[config.mk]
export PLATFORM = sky130hd
export DESIGN_NAME = shift_left_sequential_flat
export DESIGN_NICKNAME = d
export VERILOG_FILES = /design/src/rtl/shift_left_sequential_pkg.sv /design/src/rtl/shift_left_sequential_if.sv /design/src/rtl/shift_left_sequential.sv /design/src/flat_wrapper.sv
export SDC_FILE = /design/constraint.sdc
export NUM_CORES = 1
export LEC_CHECK = 0
export ABC_AREA = 1
export CORE_ASPECT_RATIO = 1.25
export CORE_MARGIN = 3
export CORE_UTILIZATION = 40
export CTS_CLUSTER_DIAMETER = 60
export DETAILED_ROUTE_END_ITERATION = 8
export GPL_ROUTABILITY_DRIVEN = 1
export HOLD_SLACK_MARGIN = 0.03
export PLACE_DENSITY_LB_ADDON = 0.2
export SYNTH_ARGS = -nofsm -noshare
export SYNTH_HDL_FRONTEND = slang
export SYNTH_SLANG_ARGS = --single-unit
[constraint.sdc]
create_clock -name clk -period 1.6 [get_ports clk]
set_clock_uncertainty 0.05 [all_clocks]
set_input_delay 0.24 -clock clk [delete_from_list [all_inputs] [get_ports clk]]
set_output_delay 0.24 -clock clk [all_outputs]
set_load 0.02 [all_outputs]
[src/rtl/shift_left_sequential_pkg.sv]
// Shared definitions for the sequential shifter family: default widths and FSM state codes.
package shift_left_sequential_pkg;

    localparam int unsigned SHL_WIDTH   = 32;
    localparam int unsigned SHL_SHAMT_W = 5;

    // 2'b11 is unused and recovers to SHL_IDLE
    typedef enum logic [1:0] {
        SHL_IDLE  = 2'd0,
        SHL_SHIFT = 2'd1,
        SHL_DONE  = 2'd2
    } shl_state_e;

endpackage

[src/rtl/shift_left_sequential_if.sv]
// Start/operand/result bundle between a shift requester (master) and the shifter (slave).
interface shift_left_sequential_if
    import shift_left_sequential_pkg::*;
#(
    parameter int unsigned WIDTH   = SHL_WIDTH,
    parameter int unsigned SHAMT_W = SHL_SHAMT_W
);

    logic               start;
    logic [WIDTH-1:0]   in;
    logic [SHAMT_W-1:0] shift_amt;
    logic [WIDTH-1:0]   out;
    logic               busy;
    logic               done;

    modport master (
        output start, in, shift_amt,
        input  out, busy, done
    );

    modport slave (
        input  start, in, shift_amt,
        output out, busy, done
    );

endinterface

[src/rtl/shift_left_sequential.sv]
// Multi-cycle logical left shifter: one bit position per clock, done pulse on completion.
module shift_left_sequential
    import shift_left_sequential_pkg::*;
#(
    parameter int unsigned WIDTH   = SHL_WIDTH,
    parameter int unsigned SHAMT_W = SHL_SHAMT_W
) (
    input  logic                     clk,
    input  logic                     rst_n,
    shift_left_sequential_if.slave   bus
);

    // Shift amount must exactly address every bit position
    if (SHAMT_W != $clog2(WIDTH)) begin : g_bad_shamt_w
        $error("SHAMT_W must equal clog2(WIDTH)");
    end

    shl_state_e         state_q, state_d;
    logic [WIDTH-1:0]   out_q, out_d;
    logic [SHAMT_W-1:0] cnt_q, cnt_d;
    logic               busy_q, done_q;

    // Next-state, datapath and counter update
    always_comb begin
        state_d = state_q;
        out_d   = out_q;
        cnt_d   = cnt_q;

        unique case (state_q)
            SHL_IDLE, SHL_DONE: begin
                if (bus.start) begin
                    out_d   = bus.in;
                    cnt_d   = bus.shift_amt;
                    state_d = (bus.shift_amt == '0) ? SHL_DONE : SHL_SHIFT;
                end else begin
                    state_d = SHL_IDLE;
                end
            end
            SHL_SHIFT: begin
                // cnt_q is at least 1 here, so the decrement cannot wrap
                out_d = {out_q[WIDTH-2:0], 1'b0};
                cnt_d = cnt_q - SHAMT_W'(1);
                if (cnt_q == SHAMT_W'(1)) begin
                    state_d = SHL_DONE;
                end
            end
            default: begin
                state_d = SHL_IDLE;
            end
        endcase
    end

    // State, datapath and status registers; status flags track the next state
    always_ff @(posedge clk or negedge rst_n) begin
        if (!rst_n) begin
            state_q <= SHL_IDLE;
            out_q   <= '0;
            cnt_q   <= '0;
            busy_q  <= 1'b0;
            done_q  <= 1'b0;
        end else begin
            state_q <= state_d;
            out_q   <= out_d;
            cnt_q   <= cnt_d;
            busy_q  <= (state_d == SHL_SHIFT);
            done_q  <= (state_d == SHL_DONE);
        end
    end

    assign bus.out  = out_q;
    assign bus.busy = busy_q;
    assign bus.done = done_q;

endmodule

[src/flat_wrapper.sv]
// flat-port wrapper written by rule: the top's interface ports become plain ports
module shift_left_sequential_flat import shift_left_sequential_pkg::*;
#(
    parameter int unsigned WIDTH   = SHL_WIDTH,
    parameter int unsigned SHAMT_W = SHL_SHAMT_W
)
  (clk, rst_n, bus_start, bus_in, bus_shift_amt, bus_out, bus_busy, bus_done);
  shift_left_sequential_if #(.WIDTH(WIDTH), .SHAMT_W(SHAMT_W)) bus_i ();
  input  logic clk;
  input  logic rst_n;
  input wire logic [$bits(bus_i.start)-1:0] bus_start;
  input wire logic [$bits(bus_i.in)-1:0] bus_in;
  input wire logic [$bits(bus_i.shift_amt)-1:0] bus_shift_amt;
  output wire logic [$bits(bus_i.out)-1:0] bus_out;
  output wire logic [$bits(bus_i.busy)-1:0] bus_busy;
  output wire logic [$bits(bus_i.done)-1:0] bus_done;
  assign bus_i.start = bus_start;
  assign bus_i.in = bus_in;
  assign bus_i.shift_amt = bus_shift_amt;
  assign bus_out = bus_i.out;
  assign bus_busy = bus_i.busy;
  assign bus_done = bus_i.done;
  shift_left_sequential #(.WIDTH(WIDTH), .SHAMT_W(SHAMT_W)) u_core (.clk(clk), .rst_n(rst_n), .bus(bus_i));
endmodule
==> flow_summary_export.csv <==
group,metric,value,unit
die,fp.dieH,82.79,µm
drt,total_wirelength_of_the_detailed_routed_design,4611,µm
clock_network,cts_post_setup_buffers_inserted,0,
worst_hold_path,worstHoldPathType,"in -> async",
power,total_switching_power,2.708,mW
drt,viasPerCell,4.910,
power,share_seq_of_total_power,30.2,%
timing,slew_headroom,82.94,%
clock_network,path_clk_slew,80,ps
timing,max_freq,0.6411,GHz
drt,wl_met1,1893,µm
yosys,synth_nets,260,
die,floorplan.die.width,67.43,µm
global_route,grt_pass1_vias,1646,
status,result_of_the_run,"finished, final reports clean",
die,core,4493,µm²
die,initial_core_util,41.99,%
setup_path,worst_path_max_delay_cell,"sky130_fd_sc_hd__clkdlybuf4s50_1",
drt,top_layer_used,"met4",
global_route,grt_max_degree,42,
setup_path,timing.critical_path.fanout_max,3,
die,rows,27,
finish,num_antenna_cells,0,
yosys,synth_top_cell_area_share,54.38,%
setup_path,cp_data_required_time,1310,ps
yosys,yosys-top-cells-area,"sky130_fd_sc_hd__dfrtp_1 (54%), sky130_fd_sc_hd__nor2_1 (11%), sky130_fd_sc_hd__o22ai_1 (8.3%)",
clock_network,clock_tree_from_tritoncts,"built",
clock_network,cts_max_path_buffers,2,
yosys,ys_types,17,
clock_network,clk_root_buf,"sky130_fd_sc_hd__clkbuf_8",
placement,globalplace.congestion,0.7886,
drt,wl_met3,284,µm
timing,setup_total_negative_slack,0,ps
setup_path,critical_path.max_stage_delay,620,ps
drt,drt-wirelength-per-cell,13.03,µm
yosys,synthDominantAreaCellType,"sky130_fd_sc_hd__dfrtp_1",
finish,layout-area-overhead-vs-synth,51.86,%
die,fp.dieArea,5582,µm²
clock_network,clock_tree.htree_level_count,2,
power,clock_network_fraction_of_total_power,15.2,%
finish,fin_util,63.77,%
yosys,syn_inst,218,
timing,fin_crit_sh,97.48,%
setup_path,critical_path_type,"reg -> out",
setup_path,rr_worst_depth,6,
global_route,grt_pass1_wl,7610,µm
drt,final_antenna_net_count,0,
setup_path,crit_cells,1,
timing,timing_max_transition_violations_final,0,
finish,nNetsFinal,337,
timing,min_period,1560,ps
setup_path,timing.critical_path.to_type,"output port",
placement,io_buffer_count,73,
timing,worst_slew_pin_slew,255.8,ps
run,maxCapViolations,0,
yosys,synthMostInstantiatedCell,"sky130_fd_sc_hd__nor2_1",
setup_path,path_cells,"clkdlybuf4s50_1",
clock_network,cts-buffers-inserted,5,
power,swShare,42.18,%
power,p_per_area,2241,nW/µm²
drt,drtPass1Iterations,4,
power,p_comb_share,54.6,%
yosys,ffs_w_async_s_r_synth,100.0,%
drt,dr.first_iter.drc_count,95,
timing,hold_viol,0,
clock_network,cts.sinks,41,
global_route,overflow,0,
yosys,seq_total_area_yosys,54.38,%
yosys,synth_edf_count,0,
finish,drive_above_1_share,6.419,%
setup_path,crit_buf_inv,1,
drt,wl_met2,2367,µm
setup_path,critical_path.startpoint_type,"flip-flop",
power,power.ir.vdd_worst,0.001363,V
die,io_pins,74,
setup_path,critical_path_arrival,1270,ps
yosys,ys_top_cells_by_count,"sky130_fd_sc_hd__nor2_1 (57), sky130_fd_sc_hd__dfrtp_1 (41), sky130_fd_sc_hd__nand2_1 (31)",
timing,setup_repair_after_global_routing_missed_its_margin,"false",
power,cellInternalPower,3.712,mW
global_route,grt.total_usage,18.19,%
global_route,antenna_violations_before_repair,0,
clock_network,clock_insertion_delay_worst_skew,290,ps
drt,dr_total_vias,1738,
yosys,synthesis.yosys.warnings,0,
yosys,netlist_area,1887,µm²
setup_path,crit_family,"buffers and inverters",
placement,dpl.hpwl,3288,µm
power,leakagePower,1.449,nW
yosys,synth_area_per_cell,8.655,µm²
yosys,yosys_register_bits,41,
timing,finalSetupViolCount,0,
yosys,postSynth.topFlopCell,"sky130_fd_sc_hd__dfrtp_1",
drt,count_of_unresolved_drc_violations_after_routing,0,
[power groups by stage]
| stage | Combinational, mW | Sequential [mW] | Clock [mW] |
|---|---|---|---|
| floorplan | 1.84 | 2.43 | 0 |
| global placement | 3.55 | 1.97 | 0 |
| detailed placement | 3.61 | 1.97 | 0 |
| CTS | 3.60 | 1.96 | 1.00 |
| global route | 3.89 | 2.02 | 1.04 |
| finish | 3.51 | 1.94 | 0.975 |
[cell families after synthesis]
group                    Yosys count  share of synthesized area, %
flip-flops                        41                         54.38
buffers and inverters             28                         8.422
AO/OA/AOI/OAI                     46                         13.99
AND/OR/NAND/NOR                  100                         21.42
adder cells (fa/ha/maj)            2                         1.326
XOR/XNOR                           1                        0.4643
[worst paths after layout]
check | endpoint | slack [ps] | start
worst min register to register | u_core.cnt_q[4] | 470 | u_core.cnt_q[4]
max in group asynchronous | u_core.bus.out[28] | 910 | rst_n
min in group clk | u_core.cnt_q[4] | 470 | u_core.cnt_q[4]
worst max-delay path | bus_out[16] | 40 | u_core.bus.out[16]
worst min-delay path | u_core.bus.out[10] | 380 | rst_n
worst max register to register | u_core.bus.out[1] | 270 | u_core.state_q[1]
[worst register-to-register path: cells and delay by family (launching register included)]
| family | cells | cell delay [ps] |
|---|---|---|
| buf+inv | 2 | 340 |
| simple gates | 2 | 190 |
| flops | 1 | 370 |
| compound gates | 2 | 310 |
[area by class of cell]
| class | count | area (µm²) |
|---|---|---|
| Inverter | 17 | 63.81 |
| Timing Repair Buffer | 81 | 867.1 |
| Clock inverter | 3 | 65.06 |
| Clock buffer | 5 | 68.82 |
| Tap cell | 58 | 72.57 |
| Sequential cell | 41 | 1026 |
| Multi-Input combinational cell | 149 | 701.9 |
| Fill cell | 394 | 1628 |
[sequential cells by signal, indices dropped and copies added (netlist names)]
register and cells:
u_core.bus.out 32, u_core.cnt_q 5, u_core.bus.done 1, u_core.bus.busy 1
u_core.state_q 2
[cell usage in the layout (no fill, tap or decap), drive strengths merged]
| cell type | instances |
|---|---|
| nand3 | 9 |
| dlymetal6s2s | 23 |
| dfrtp | 41 |
| dlygate4sd3 | 1 |
| dlygate4sd2 | 3 |
| o21ai | 19 |
| buf | 8 |
| nor2 | 57 |
| clkbuf | 5 |
| bufinv | 2 |
| nand2 | 34 |
| clkdlybuf4s50 | 46 |
| clkinv | 1 |
| inv | 17 |
| a21oi | 1 |
| o211ai | 1 |
| xor2 | 1 |
| ha | 2 |
| o22ai | 25 |
[layer usage]
layer | vias to the layer above | track usage, %
met5 | - | 0
met4 | 0 | 6.085
met3 | 5 | 4.717
met2 | 53 | 31.56
met1 | 813 | 21.74
li1 | 867 | -
[metrics by stage]
| stage | power, mW | std cells | cell area, µm² | hold slack [ps] | worst slack, ps |
|---|---|---|---|---|---|
| global placement | 5.521 | 345 | 2668 | 184.5 | 107.7 |
| floorplan | 4.266 | 218 | 1887 | -105.6 | 514.4 |
| finish | 6.420 | 354 | 2865 | 384.6 | 40.29 |
| CTS | 6.556 | 354 | 2808 | 404.0 | 2.644 |
| global route | 6.954 | 354 | 2865 | 402.5 | 5.304 |
| detailed placement | 5.574 | 345 | 2668 | 179.8 | 75.34 |
[timing repair]
item	4_1_cts	5_1_grt
cloned	0	0
endpoints found under the setup margin	3	23
resized for setup	3	23
hold buffers	1	0
hold endpoints to repair	41	0
(Power assumes the default switching activity.)
